[src/rtl/serial_defs_pkg.sv]
// rtl/serial_defs_pkg.sv - shared state encoding, line levels and sizing helper for the serial TX path
package serial_defs;

    typedef enum logic [1:0] {
        ST_IDLE  = 2'd0,
        ST_START = 2'd1,
        ST_DATA  = 2'd2,
        ST_STOP  = 2'd3
    } state_t;

    localparam logic LINE_IDLE = 1'b1;
    localparam logic START_BIT = 1'b0;
    localparam logic STOP_BIT  = 1'b1;

    // Counter width that never collapses to zero bits for a range of one.
    function automatic int cnt_width(input int n);
        return (n > 1) ? $clog2(n) : 1;
    endfunction

endpackage

[src/rtl/piso_shifter.sv]
// rtl/piso_shifter.sv - parallel-load shift register with selectable output end
module piso_shifter #(
    parameter int DATA_BITS = 8
) (
    input  logic                 clk,
    input  logic                 reset,
    input  logic                 load,
    input  logic                 shift_en,
    input  logic                 dir,
    input  logic [DATA_BITS-1:0] d,
    output logic                 q_out
);

    logic [DATA_BITS-1:0] sh_q;
    logic [DATA_BITS-1:0] sh_d;

    // Load wins over shift; shifting moves bits toward the output end with zero fill.
    always_comb begin
        sh_d = sh_q;
        if (load) begin
            sh_d = d;
        end else if (shift_en) begin
            if (dir) begin
                sh_d = {sh_q[DATA_BITS-2:0], 1'b0};
            end else begin
                sh_d = {1'b0, sh_q[DATA_BITS-1:1]};
            end
        end
    end

    // Shift register storage.
    always_ff @(posedge clk or posedge reset) begin
        if (reset) begin
            sh_q <= '0;
        end else begin
            sh_q <= sh_d;
        end
    end

    assign q_out = dir ? sh_q[DATA_BITS-1] : sh_q[0];

endmodule

[src/rtl/serial_tx_ctrl.sv]
// rtl/serial_tx_ctrl.sv - start/data/stop frame sequencer driving a PISO shifter onto a serial line
module serial_tx_ctrl
    import serial_defs::*;
#(
    parameter int DATA_BITS    = 8,
    parameter int CLKS_PER_BIT = 4
) (
    input  logic                 clk,
    input  logic                 reset,
    input  logic                 in_valid,
    output logic                 in_ready,
    input  logic [DATA_BITS-1:0] data_in,
    input  logic                 msb_first,
    output logic                 tx,
    output logic                 busy,
    output logic                 done
);

    localparam int CW = cnt_width(CLKS_PER_BIT);
    localparam int BW = cnt_width(DATA_BITS);

    state_t          state_q, state_d;
    logic [CW-1:0]   cnt_q, cnt_d;
    logic [BW-1:0]   bit_q, bit_d;
    logic            msb_q, msb_d;
    logic            done_q, done_d;
    logic            load;
    logic            shift_en;
    logic            sh_out;
    logic            bit_end;

    assign bit_end = (cnt_q == CW'(CLKS_PER_BIT - 1));

    piso_shifter #(
        .DATA_BITS (DATA_BITS)
    ) u_shifter (
        .clk      (clk),
        .reset    (reset),
        .load     (load),
        .shift_en (shift_en),
        .dir      (msb_q),
        .d        (data_in),
        .q_out    (sh_out)
    );

    // Next-state logic: accept in IDLE, advance on each bit boundary, pulse done on leaving STOP.
    always_comb begin
        state_d  = state_q;
        cnt_d    = cnt_q;
        bit_d    = bit_q;
        msb_d    = msb_q;
        done_d   = 1'b0;
        load     = 1'b0;
        shift_en = 1'b0;
        if (state_q != ST_IDLE) begin
            cnt_d = bit_end ? '0 : cnt_q + CW'(1);
        end
        case (state_q)
            ST_IDLE: begin
                if (in_valid) begin
                    load    = 1'b1;
                    msb_d   = msb_first;
                    cnt_d   = '0;
                    state_d = ST_START;
                end
            end
            ST_START: begin
                if (bit_end) begin
                    bit_d   = '0;
                    state_d = ST_DATA;
                end
            end
            ST_DATA: begin
                if (bit_end) begin
                    shift_en = 1'b1;
                    bit_d    = bit_q + BW'(1);
                    if (bit_q == BW'(DATA_BITS - 1)) begin
                        state_d = ST_STOP;
                    end
                end
            end
            ST_STOP: begin
                if (bit_end) begin
                    done_d  = 1'b1;
                    state_d = ST_IDLE;
                end
            end
            default: state_d = ST_IDLE;
        endcase
    end

    // State, counters, latched bit order and done pulse.
    always_ff @(posedge clk or posedge reset) begin
        if (reset) begin
            state_q <= ST_IDLE;
            cnt_q   <= '0;
            bit_q   <= '0;
            msb_q   <= 1'b0;
            done_q  <= 1'b0;
        end else begin
            state_q <= state_d;
            cnt_q   <= cnt_d;
            bit_q   <= bit_d;
            msb_q   <= msb_d;
            done_q  <= done_d;
        end
    end

    // Line level is a pure decode of state and shifter output.
    always_comb begin
        tx = LINE_IDLE;
        case (state_q)
            ST_START: tx = START_BIT;
            ST_DATA:  tx = sh_out;
            ST_STOP:  tx = STOP_BIT;
            default:  tx = LINE_IDLE;
        endcase
    end

    assign in_ready = (state_q == ST_IDLE);
    assign busy     = (state_q != ST_IDLE);
    assign done     = done_q;

endmodule

[config.mk]
export PLATFORM = sky130hd
export DESIGN_NAME = serial_tx_ctrl
export DESIGN_NICKNAME = d
export VERILOG_FILES = /design/src/rtl/serial_defs_pkg.sv /design/src/rtl/piso_shifter.sv /design/src/rtl/serial_tx_ctrl.sv
export SDC_FILE = /design/constraint.sdc
export NUM_CORES = 1
export LEC_CHECK = 0
export BUFFER_PORTS_ARGS = -buffer_cell sky130_fd_sc_hd__buf_2
export CORE_MARGIN = 5
export CORE_UTILIZATION = 48
export CTS_CLUSTER_DIAMETER = 30
export DETAILED_ROUTE_END_ITERATION = 8
export PLACE_DENSITY = 0.69
export SETUP_SLACK_MARGIN = 0.15
export SYNTH_ARGS = -nofsm -noshare
export SYNTH_HDL_FRONTEND = slang
export SYNTH_SLANG_ARGS = --single-unit
[constraint.sdc]
create_clock -name clk -period 2.1 [get_ports clk]
set_input_delay 0 -clock clk [delete_from_list [all_inputs] [get_ports clk]]
set_output_delay 0 -clock clk [all_outputs]
set_load 0.005 [all_outputs]
==> out/metrics.cfg <==
[synthesis]
synth_edf_count = 0
synth_top_area_frac = 0.390
syn-cell-area_mm2 = 0.00109
ys_ff_latch = 17
syn-num-nets = 135
syn_area_per_cell_um2 = 9.56
yosys-top-cells-area = dfrtp_1, ha_1, nor2b_1, a211oi_1, nand2_1
yosysWarningCount = 0
synth-seq-area-share = 0.390
synth_cells = 114
ys_types = 34
synth_top_cell_by_area = dfrtp_1
ys.flop_type = dfrtp_1
synthArstFlopShare = 1.00

[global_route]
grt_start_max_net_pins = 18
grt_usage = 0.157
grt-ovfl-total = 0
antenna_found_initial = 0
first_global_vias = 920
grt_pass1_wl_um = 4110

[placed_design]
gp_congestion = 0.817
postPlaceCellArea_mm2 = 0.00120
port-buffer-count = 15
dp_hpwl_um = 1630
numPlacedInstances = 154

[route]
vias = 910
drtIter0Drc = 19
drt_drc_violations_left = 0
postRouteAntennaNets = 0
drt_wl_total_um = 2290
viasPerCell = 5.38
firstDrtPassIters = 4
wire_per_inst_um = 13.6

[sta]
fin_crit_sh = 0.880
fin_crit_ns = 1.85
clock.fmax_mhz = 541
hold_viol_final = 0
rsz0062_at_grt = false
fin_skew_ns = 0.00191
drv_slew = 0
final-setup-viol-count = 0
relSlewSlack = 0.555
setup-tns-final_ns = 0
tightest_slew_ns = 0.667

[setup_path]
crit_slowest_cell = dfrtp_1
cp-start-kind = register
cpPeakStageDelay_ns = 0.42
worstPathCellList = inv_1 > ha_2 > or2_4 > a2111oi_4 > mux2_4
crit_type = register to register
endpoint_kind = register
path_max_fanout = 8
cp.required_ns = 2.29
cp.buffers_inverters = 1
critPathTopFamily = flip-flops
crit_arrival_ns = 2.03

[pwr]
p_comb_frac = 0.531
powerDensity_mw_per_mm2 = 1260
seq_power_share = 0.363
swShare = 0.408
intPower_w = 0.000997
p_clk_frac = 0.106
netSwitchingPower_w = 0.000688
vdd_drop_max_uv = 770
p_leak_nw = 0.606

[final_layout]
antenna_cells = 0
nets = 163
areaGrowthSynthToFinish_pct = 22.6
fin_area_mm2 = 0.00134
fin_cells = 169
drive_gt1_frac = 0.184

[clock_tree]
clk_pin_slew_ns = 0.10
cts_sinks = 17
clk_latency_ns = 0.29
numCtsBuffers = 3
cts_tree = built
cts_root_buffer = clkbuf_4
htree_levels = 1
cts_buffer_depth = 2

[flow_run]
drv_cap = 0

[die]
pin_count = 16
die_h_um = 57.7
die-width_um = 57.7
initial_core_util = 0.497
coreArea_mm2 = 0.00219
rows = 17
fp.dieArea_mm2 = 0.00332

[outcome]
status = finished clean

[min_path]
hold_class = primary input to async pin

[worst register-to-register path, cell delays in order (launching register included)]
cell and delay, ns:
dfrtp_1 0.42, inv_1 0.10, ha_2 0.23, or2_4 0.27, a2111oi_4 0.40, mux2_4 0.33
[through the flow]
| stage | utilization | power (W) | hold WS (ns) | worst slack (ns) |
|---|---|---|---|---|
| after floorplan | - | 0.00127 | -0.0739 | 0.336 |
| after global placement | 0.547 | 0.00146 | 0.132 | 0.266 |
| after detailed placement | 0.547 | 0.00149 | 0.142 | 0.193 |
| after CTS | 0.609 | 0.00170 | 0.367 | 0.170 |
| after global routing | 0.610 | 0.00184 | 0.411 | 0.157 |
| final | 0.610 | 0.00169 | 0.336 | 0.252 |
[state kept, by name (all words and copies together), names as in the netlist]
| register | count |
|---|---|
| cnt_q | 2 |
| bit_q | 3 |
| msb_q | 1 |
| state_q | 2 |
| done | 1 |
| u_shifter.sh_q | 8 |
[what timing repair did]
| action | in CTS | in global routing |
|---|---|---|
| buffers inserted | 0 | 0 |
| hold buffers | 11 | 0 |
| endpoints found under the hold margin | 27 | 0 |
| resized for setup | 0 | 1 |
| setup endpoints to repair | 0 | 1 |
[synth_stat cells (2+ instances only)]
| master | n |
|---|---|
| o21ai_1 | 4 |
| clkbuf_1 | 4 |
| nor2b_1 | 11 |
| inv_1 | 5 |
| dfrtp_1 | 17 |
| nor2_1 | 7 |
| a211oi_1 | 7 |
| nand2_1 | 12 |
| a21oi_1 | 4 |
| ha_1 | 9 |
| o31ai_1 | 6 |
| a2bb2oi_1 | 2 |
| and2_1 | 3 |
| mux2i_1 | 2 |
| buf_2 | 2 |
[logic make-up (layout without fill, tap and decap cells)]
family / Yosys count / after routing / share of synthesized area
buffers and inverters: 12 / 39 / 0.0436
AND/OR/NAND/NOR: 43 / 43 / 0.216
flip-flops: 17 / 17 / 0.390
multiplexers: 4 / 4 / 0.0425
adder cells (fa/ha/maj): 9 / 9 / 0.103
AO/OA/AOI/OAI: 29 / 29 / 0.204
[area by class of cell]
cell class              count  area [um^2]
inverters                   6         22.5
well taps                  28         35.0
fillers                   183          855
repair buffers             29          208
clock buffers               4         26.3
multi-input cells          85          619
flip-flops and latches     17          425
[layout by cell type, fill, tap and decap left out, types with 2 or more instances in the layout]
| cell type | instances |
|---|---|
| a211oi_1 | 7 |
| mux2i_1 | 2 |
| buf_2 | 15 |
| nor2b_1 | 11 |
| clkbuf_4 | 3 |
| dfrtp_1 | 17 |
| inv_1 | 5 |
| dlygate4sd3_1 | 11 |
| a2bb2oi_1 | 2 |
| o31ai_1 | 6 |
| o21ai_1 | 4 |
| nor2_1 | 7 |
| nand2_1 | 12 |
| buf_4 | 3 |
| and2_1 | 3 |
| ha_1 | 8 |
| a21oi_1 | 4 |
[final timing paths]
path / from / end / slack [ns] / depth (start not counted)
max in group asynchronous: reset / bit_q[1] / 1.34 / 3
hold / removal: reset / msb_q / 0.34 / 3
hold reg to reg: cnt_q[1] / cnt_q[1] / 0.56 / 1
setup reg to reg: state_q[1] / state_q[1] / 0.25 / 5
setup / recovery: state_q[1] / state_q[1] / 0.25 / 5
min in group clk: in_valid / cnt_q[0] / 0.43 / 3
[power groups by stage]
stage               Combinational, W  Sequential (W)  Clock [W]
detailed placement          0.000878        0.000614          0
global placement            0.000847        0.000609          0
CTS                         0.000900        0.000610   0.000188
finish                      0.000894        0.000612   0.000179
global route                 0.00100        0.000638   0.000202
floorplan                   0.000714        0.000559          0
[layer usage]
layer	up-vias	track usage	routed length [um]
met1	433	0.192	1050
li1	460	-	-
met3	4	0.0535	93
met2	13	0.253	1110
met5	-	0	0
met4	0	0.0662	34
Note: power is estimated with default switching activity, not from simulation.
